## src/rtl/rr_arbiter_5req_pkg.sv

```systemverilog
// Shared constants and types for the 5-requester round-robin arbiter.
package rr_arbiter_5req_pkg;

    localparam int unsigned ARB_N     = 5;
    localparam int unsigned ARB_IDX_W = 3;

    typedef enum logic {
        ST_IDLE  = 1'b0,
        ST_GRANT = 1'b1
    } arb_state_e;

endpackage

```

## src/rtl/rr_arbiter_5req_enc.sv

```systemverilog
// One-hot (or zero) 5-bit grant to 3-bit index; zero input yields index 0.
module encoder_5b_3b
    import rr_arbiter_5req_pkg::*;
(
    input  logic [ARB_N-1:0]     onehot,
    output logic [ARB_IDX_W-1:0] idx
);

    assign idx[0] = onehot[1] | onehot[3];
    assign idx[1] = onehot[2] | onehot[3];
    assign idx[2] = onehot[4];

endmodule

```

## src/rtl/rr_arbiter_5req_pick.sv

```systemverilog
// Combinational round-robin pick: first set bit of req & mask after position last.
module rr_pick_5
    import rr_arbiter_5req_pkg::*;
(
    input  logic [ARB_N-1:0]     req,
    input  logic [ARB_N-1:0]     mask,
    input  logic [ARB_IDX_W-1:0] last,
    output logic [ARB_N-1:0]     win,
    output logic                 any
);

    logic [ARB_N-1:0] cand;
    logic [3:0]       pos;

    // Scan farthest-first so the nearest candidate after last overwrites the result.
    always_comb begin
        cand = req & mask;
        win  = '0;
        pos  = '0;
        for (int k = ARB_N; k >= 1; k--) begin
            pos = 4'(last) + 4'(k);
            if (pos >= 4'(ARB_N)) begin
                pos = pos - 4'(ARB_N);
            end
            if (cand[pos[ARB_IDX_W-1:0]]) begin
                win = ARB_N'(1) << pos;
            end
        end
    end

    assign any = |cand;

endmodule

```

## src/rtl/rr_arbiter_5req.sv

```systemverilog
// 5-requester round-robin arbiter with a registered one-hot grant held until
// release by done, requester drop, or hold-time limit.
module rr_arbiter_5req
    import rr_arbiter_5req_pkg::*;
#(
    parameter int unsigned MAX_HOLD = 16,
    parameter int unsigned CNT_W    = 5
) (
    input  logic                 clk,
    input  logic                 rst_n,
    input  logic [ARB_N-1:0]     req,
    input  logic                 done,
    output logic [ARB_N-1:0]     gnt,
    output logic                 gnt_vld,
    output logic [ARB_IDX_W-1:0] gnt_idx,
    output logic                 timeout
);

    localparam logic             LIMIT_EN  = (MAX_HOLD != 0);
    localparam logic [CNT_W-1:0] HOLD_LAST = CNT_W'((MAX_HOLD == 0) ? 0 : MAX_HOLD - 1);

    arb_state_e           state_q, state_d;
    logic [ARB_N-1:0]     gnt_q, gnt_d;
    logic                 gnt_vld_q, gnt_vld_d;
    logic                 timeout_q, timeout_d;
    logic [CNT_W-1:0]     hold_cnt_q, hold_cnt_d;
    logic [ARB_IDX_W-1:0] last_q, last_d;

    logic [ARB_IDX_W-1:0] owner;
    logic [ARB_N-1:0]     pick_mask;
    logic [ARB_IDX_W-1:0] pick_last;
    logic [ARB_N-1:0]     pick_win;
    logic                 pick_any;
    logic                 owner_req;
    logic                 rel_lim;
    logic                 rel;

    encoder_5b_3b u_enc (
        .onehot (gnt_q),
        .idx    (owner)
    );

    // While granted, the owner is masked and becomes the new last for the re-pick.
    assign pick_mask = (state_q == ST_GRANT) ? ~gnt_q : '1;
    assign pick_last = (state_q == ST_GRANT) ? owner  : last_q;

    rr_pick_5 u_pick (
        .req  (req),
        .mask (pick_mask),
        .last (pick_last),
        .win  (pick_win),
        .any  (pick_any)
    );

    assign owner_req = |(req & gnt_q);
    assign rel_lim   = LIMIT_EN && (hold_cnt_q == HOLD_LAST);
    assign rel       = done | ~owner_req | rel_lim;

    always_comb begin
        state_d    = state_q;
        gnt_d      = gnt_q;
        hold_cnt_d = hold_cnt_q;
        last_d     = last_q;
        timeout_d  = 1'b0;
        unique case (state_q)
            ST_IDLE: begin
                if (pick_any) begin
                    gnt_d      = pick_win;
                    hold_cnt_d = '0;
                    state_d    = ST_GRANT;
                end
            end
            ST_GRANT: begin
                if (rel) begin
                    last_d     = owner;
                    hold_cnt_d = '0;
                    timeout_d  = rel_lim & ~done & owner_req;
                    if (pick_any) begin
                        gnt_d = pick_win;
                    end else if (owner_req) begin
                        // Sole requester released by done or limit is granted again.
                        gnt_d = gnt_q;
                    end else begin
                        gnt_d   = '0;
                        state_d = ST_IDLE;
                    end
                end else if (hold_cnt_q != '1) begin
                    hold_cnt_d = hold_cnt_q + CNT_W'(1);
                end
            end
            default: begin
                state_d = ST_IDLE;
                gnt_d   = '0;
            end
        endcase
        gnt_vld_d = |gnt_d;
    end

    always_ff @(posedge clk or negedge rst_n) begin
        if (!rst_n) begin
            state_q    <= ST_IDLE;
            gnt_q      <= '0;
            gnt_vld_q  <= 1'b0;
            timeout_q  <= 1'b0;
            hold_cnt_q <= '0;
            last_q     <= ARB_IDX_W'(ARB_N - 1);
        end else begin
            state_q    <= state_d;
            gnt_q      <= gnt_d;
            gnt_vld_q  <= gnt_vld_d;
            timeout_q  <= timeout_d;
            hold_cnt_q <= hold_cnt_d;
            last_q     <= last_d;
        end
    end

    assign gnt     = gnt_q;
    assign gnt_vld = gnt_vld_q;
    assign gnt_idx = owner;
    assign timeout = timeout_q;

endmodule

```

## config.mk

```make
export PLATFORM = sky130hd
export DESIGN_NAME = rr_arbiter_5req
export DESIGN_NICKNAME = d
export VERILOG_FILES = /design/src/rtl/rr_arbiter_5req_pkg.sv /design/src/rtl/rr_arbiter_5req_enc.sv /design/src/rtl/rr_arbiter_5req_pick.sv /design/src/rtl/rr_arbiter_5req.sv
export SDC_FILE = /design/constraint.sdc
export NUM_CORES = 1
export LEC_CHECK = 0
export ABC_AREA = 1
export CAP_MARGIN = 20
export CORE_MARGIN = 2
export CORE_UTILIZATION = 54
export CTS_BUF_LIST = sky130_fd_sc_hd__clkbuf_4 sky130_fd_sc_hd__clkbuf_8 sky130_fd_sc_hd__clkbuf_16
export DETAILED_ROUTE_END_ITERATION = 8
export HOLD_SLACK_MARGIN = 0.15
export PLACE_DENSITY = 0.77
export SETUP_SLACK_MARGIN = 0.1
export SLEW_MARGIN = 20
export SYNTH_ARGS = -nofsm -noshare
export SYNTH_HDL_FRONTEND = slang
export SYNTH_SLANG_ARGS = --single-unit
```

## constraint.sdc

```tcl
create_clock -name clk -period 3 [get_ports clk]
set_clock_uncertainty 0.05 [all_clocks]
set_input_delay 0.3 -clock clk [delete_from_list [all_inputs] [get_ports clk]]
set_output_delay 0.3 -clock clk [all_outputs]
set_load 0.01 [all_outputs]
```

==> results.ini <==
[critical_path]
critPathKind=flop to flop
cp.required_ps=3090
worst-path-max-fanout=8
cp_top_family=simple AND/OR/NAND/NOR gates
critPathMaxStageDelay_ps=520
cp-start-kind=flop
path_common_cell=nand2_1
cp.depth=24
worst-path-buf-inv=5
rr_worst_depth=24
critPathCaptureType=flop
cpMaxStageDelayCell=dfrtp_2
cp.arrival_ps=3110
worstPathCellList=buf_6 -> nand2_4 -> nand2_8 -> inv_8 -> ha_4 -> inv_4 -> a21oi_4 -> nand2_2 -> nand2_4 -> inv_4 -> nand3_2 -> nand2_2 -> o21ai_4 -> nand2_2 -> nand2_1 -> inv_1 -> nand2_1 -> nand2_1 -> nand2_1 -> nand2_1 -> nand2_1 -> nand3_2 -> nor2_2 -> nand2_1

[placed_design]
gp_congestion=0.972
dp.cells=499
dpl.hpwl_um=5580
postPlaceCellArea_sq_um=2840
port-buffer-count=17

[clocking]
cts.sinks=16
hold_buffers=0
clk_latency_ps=250
numCtsBuffers=3
clk_pin_slew_ps=60
clockRootBuffer=clkbuf_8
h-tree-depth=1
clockBufferDepth=2
cts_tree=done

[final_layout]
fin_area_sq_um=3450
register_area_sq_um=403
multi_input_area_sq_um=2030
fin_nets=494
syn_to_final_growth_pct=44.9
antenna_cells=0
drive_above_1_share_pct=34.7
fillers=294
fin_cells=524

[detailed_routing]
drc_errors=0
antenna_left=0
postRouteWirelength_um=8300
drt_iter0_markers=246
firstDrtPassIters=5
vias_per_cell=5.91
wire_per_inst_um=15.8
vias=3098

[sta]
setup_viol=1
finalCriticalPeriod_ps=3020
maxSlewHeadroom_pct=49.8
fin_crit_sh_pct=101
max_freq_mhz=331
rsz0062_at_grt=true
worst_slew_pin_slew_ps=751
timing.final.hold_violations=0
setup_slack_ps=-17.3
drv_slew=0

[synthesis]
avgSynthCellArea_sq_um=5.93
ys_seq_area_share_pct=16.9
synth-seq-cells=16
synthesis.nets=422
syn_inst=401
synth_cell_types=39
yosysWarnings=0
synth.cell_area_sq_um=2380

[global_routing]
grt_pass1_vias=2754
grt_max_degree=17
grt_overflow=0
grt_pass1_wl_um=12300
antenna_found_initial=0
grt.total_usage_pct=30.5

[floorplan]
rows=24
fp.dieH_um=70.4
core-area_sq_um=4290
pin_count=18
start_util_pct=55.4
die_w_um=70.4
dieArea_sq_um=4950

[status]
status=finished with violations
violations=negative setup slack

[min_path]
min_path_type=input port to asynchronous set/reset pin

[flow_run]
maxCapViolCount=0

==> cell usage after synthesis <==
| library cell | count | area, sq um |
|---|---|---|
| buf_4 | 1 | 7.51 |
| inv_2 | 7 | 26.3 |
| dfstp_2 | 1 | 26.3 |
| a21oi_1 | 13 | 65.1 |
| and3_1 | 1 | 6.26 |
| ha_1 | 13 | 163 |
| inv_1 | 60 | 225 |
| nand2_1 | 122 | 458 |
| nand3b_1 | 1 | 7.51 |
| or2_2 | 1 | 6.26 |
| clkbuf_1 | 1 | 3.75 |
| nand3_1 | 59 | 295 |
| a221oi_1 | 1 | 8.76 |
| a21oi_2 | 1 | 8.76 |
| nand2_2 | 16 | 100 |
| nor4_1 | 2 | 12.5 |
| a21boi_1 | 1 | 7.51 |
| nand3_2 | 5 | 50.1 |
| nor2_4 | 1 | 11.3 |
| xor2_1 | 3 | 26.3 |
| o21ai_4 | 1 | 16.3 |
| o31ai_1 | 2 | 15.0 |
| o21ai_1 | 2 | 10.0 |
| o22ai_2 | 1 | 12.5 |
| nand4_1 | 12 | 75.1 |
| o21ai_2 | 7 | 61.3 |
| buf_2 | 3 | 15.0 |
| a31oi_1 | 1 | 6.26 |
| o21ai_0 | 10 | 50.1 |
| nand2_4 | 2 | 22.5 |
| buf_6 | 2 | 22.5 |
| nand2_8 | 1 | 20.0 |
| o31ai_4 | 1 | 21.3 |
| o22ai_1 | 1 | 6.26 |
| o21a_1 | 1 | 7.51 |
| dfrtp_1 | 15 | 375 |
| a21oi_4 | 1 | 16.3 |
| nor2_1 | 24 | 90.1 |
| nor3_1 | 4 | 20.0 |
==> registers in the layout, indices dropped and copies added, names as in the netlist <==
signal / count
hold_cnt_q: 5
last_q: 3
timeout: 1
gnt: 5
gnt_vld: 1
state_q: 1
==> final cells by class <==
cell class | instances | area share, %
multi-input combinational | 311 | 59.0
timing repair buffer | 74 | 18.2
sequential | 16 | 11.7
inverter | 67 | 7.81
tap | 52 | 1.89
clock buffer | 4 | 1.42
==> cells by family (layout without fill, tap and decap cells) <==
family	after synthesis	in the layout	synth area share [%]
flops	16	16	16.9
xor+xnor	3	3	1.10
simple gates	251	251	49.4
compound gates	44	44	13.2
fa+ha+maj	13	13	6.84
buf+inv	74	145	12.6
==> metrics by stage <==
step / utilization (%) / worst slack [ps] / setup TNS (ps) / hold WS [ps]
after floorplan: - / 115 / 0 / -45.6
after global placement: 66.2 / -35.8 / -35.8 / 421
after detailed placement: 66.2 / -111 / -152 / 430
after CTS: 71.6 / 107 / 0 / 452
after global routing: 80.2 / -175 / -603 / 494
final: 80.2 / -17.3 / -17.3 / 438
==> path summary, 6_finish.rpt <==
path / start / endpoint / slack (ps)
setup / recovery: state_q$_DFF_PN0_ / gnt_vld$_DFF_PN0_ / -20
hold / removal: rst_n / hold_cnt_q[1]$_DFFE_PN0P_ / 440
setup reg to reg: state_q$_DFF_PN0_ / gnt_vld$_DFF_PN0_ / -20
hold reg to reg: hold_cnt_q[2]$_DFFE_PN0P_ / hold_cnt_q[2]$_DFFE_PN0P_ / 450
max in group asynchronous: rst_n / state_q$_DFF_PN0_ / 1930
min in group clk: hold_cnt_q[2]$_DFFE_PN0P_ / hold_cnt_q[2]$_DFFE_PN0P_ / 450
==> cell usage in the layout, fill, tap and decap left out, types with 2 or more instances in the layout <==
| master | netlist | final |
|---|---|---|
| nand4_1 | 12 | 12 |
| ha_1 | 13 | 6 |
| inv_2 | 7 | 9 |
| nor2_2 | 0 | 4 |
| clkdlybuf4s50_1 | 0 | 17 |
| buf_4 | 1 | 52 |
| a21oi_4 | 1 | 3 |
| nand3_1 | 59 | 49 |
| dfrtp_1 | 15 | 14 |
| buf_6 | 2 | 4 |
| nor2_1 | 24 | 20 |
| nand3_4 | 0 | 2 |
| o21ai_4 | 1 | 9 |
| o21ai_0 | 10 | 8 |
| clkbuf_8 | 0 | 3 |
| inv_1 | 60 | 53 |
| xor2_2 | 0 | 2 |
| o21ai_2 | 7 | 2 |
| nand3_2 | 5 | 13 |
| nand2_1 | 122 | 103 |
| ha_4 | 0 | 5 |
| a21oi_1 | 13 | 11 |
| nor4_1 | 2 | 2 |
| nand2_2 | 16 | 25 |
| ha_2 | 0 | 2 |
| inv_4 | 0 | 4 |
| nand2_4 | 2 | 12 |
| nor3_1 | 4 | 4 |
==> per-layer routing <==
layer / track usage [%] / up-vias / wire length (um)
met3: 1.88 / 61 / 610
met5: 0 / - / 0
met1: 36.0 / 1405 / 3010
li1: - / 1441 / -
met2: 55.7 / 191 / 4220
met4: 14.1 / 0 / 459
==> repair_timing <==
item                                    in CTS  in global routing
endpoints found under the setup margin       5                  6
setup buffers                                7                 14
pin swaps                                   15                 40
gates cloned                                 0                  0
resized for setup                           28                 61
Power is not shown: default switching activity piles up to over one toggle a cycle in this logic, so the estimate is an artifact.
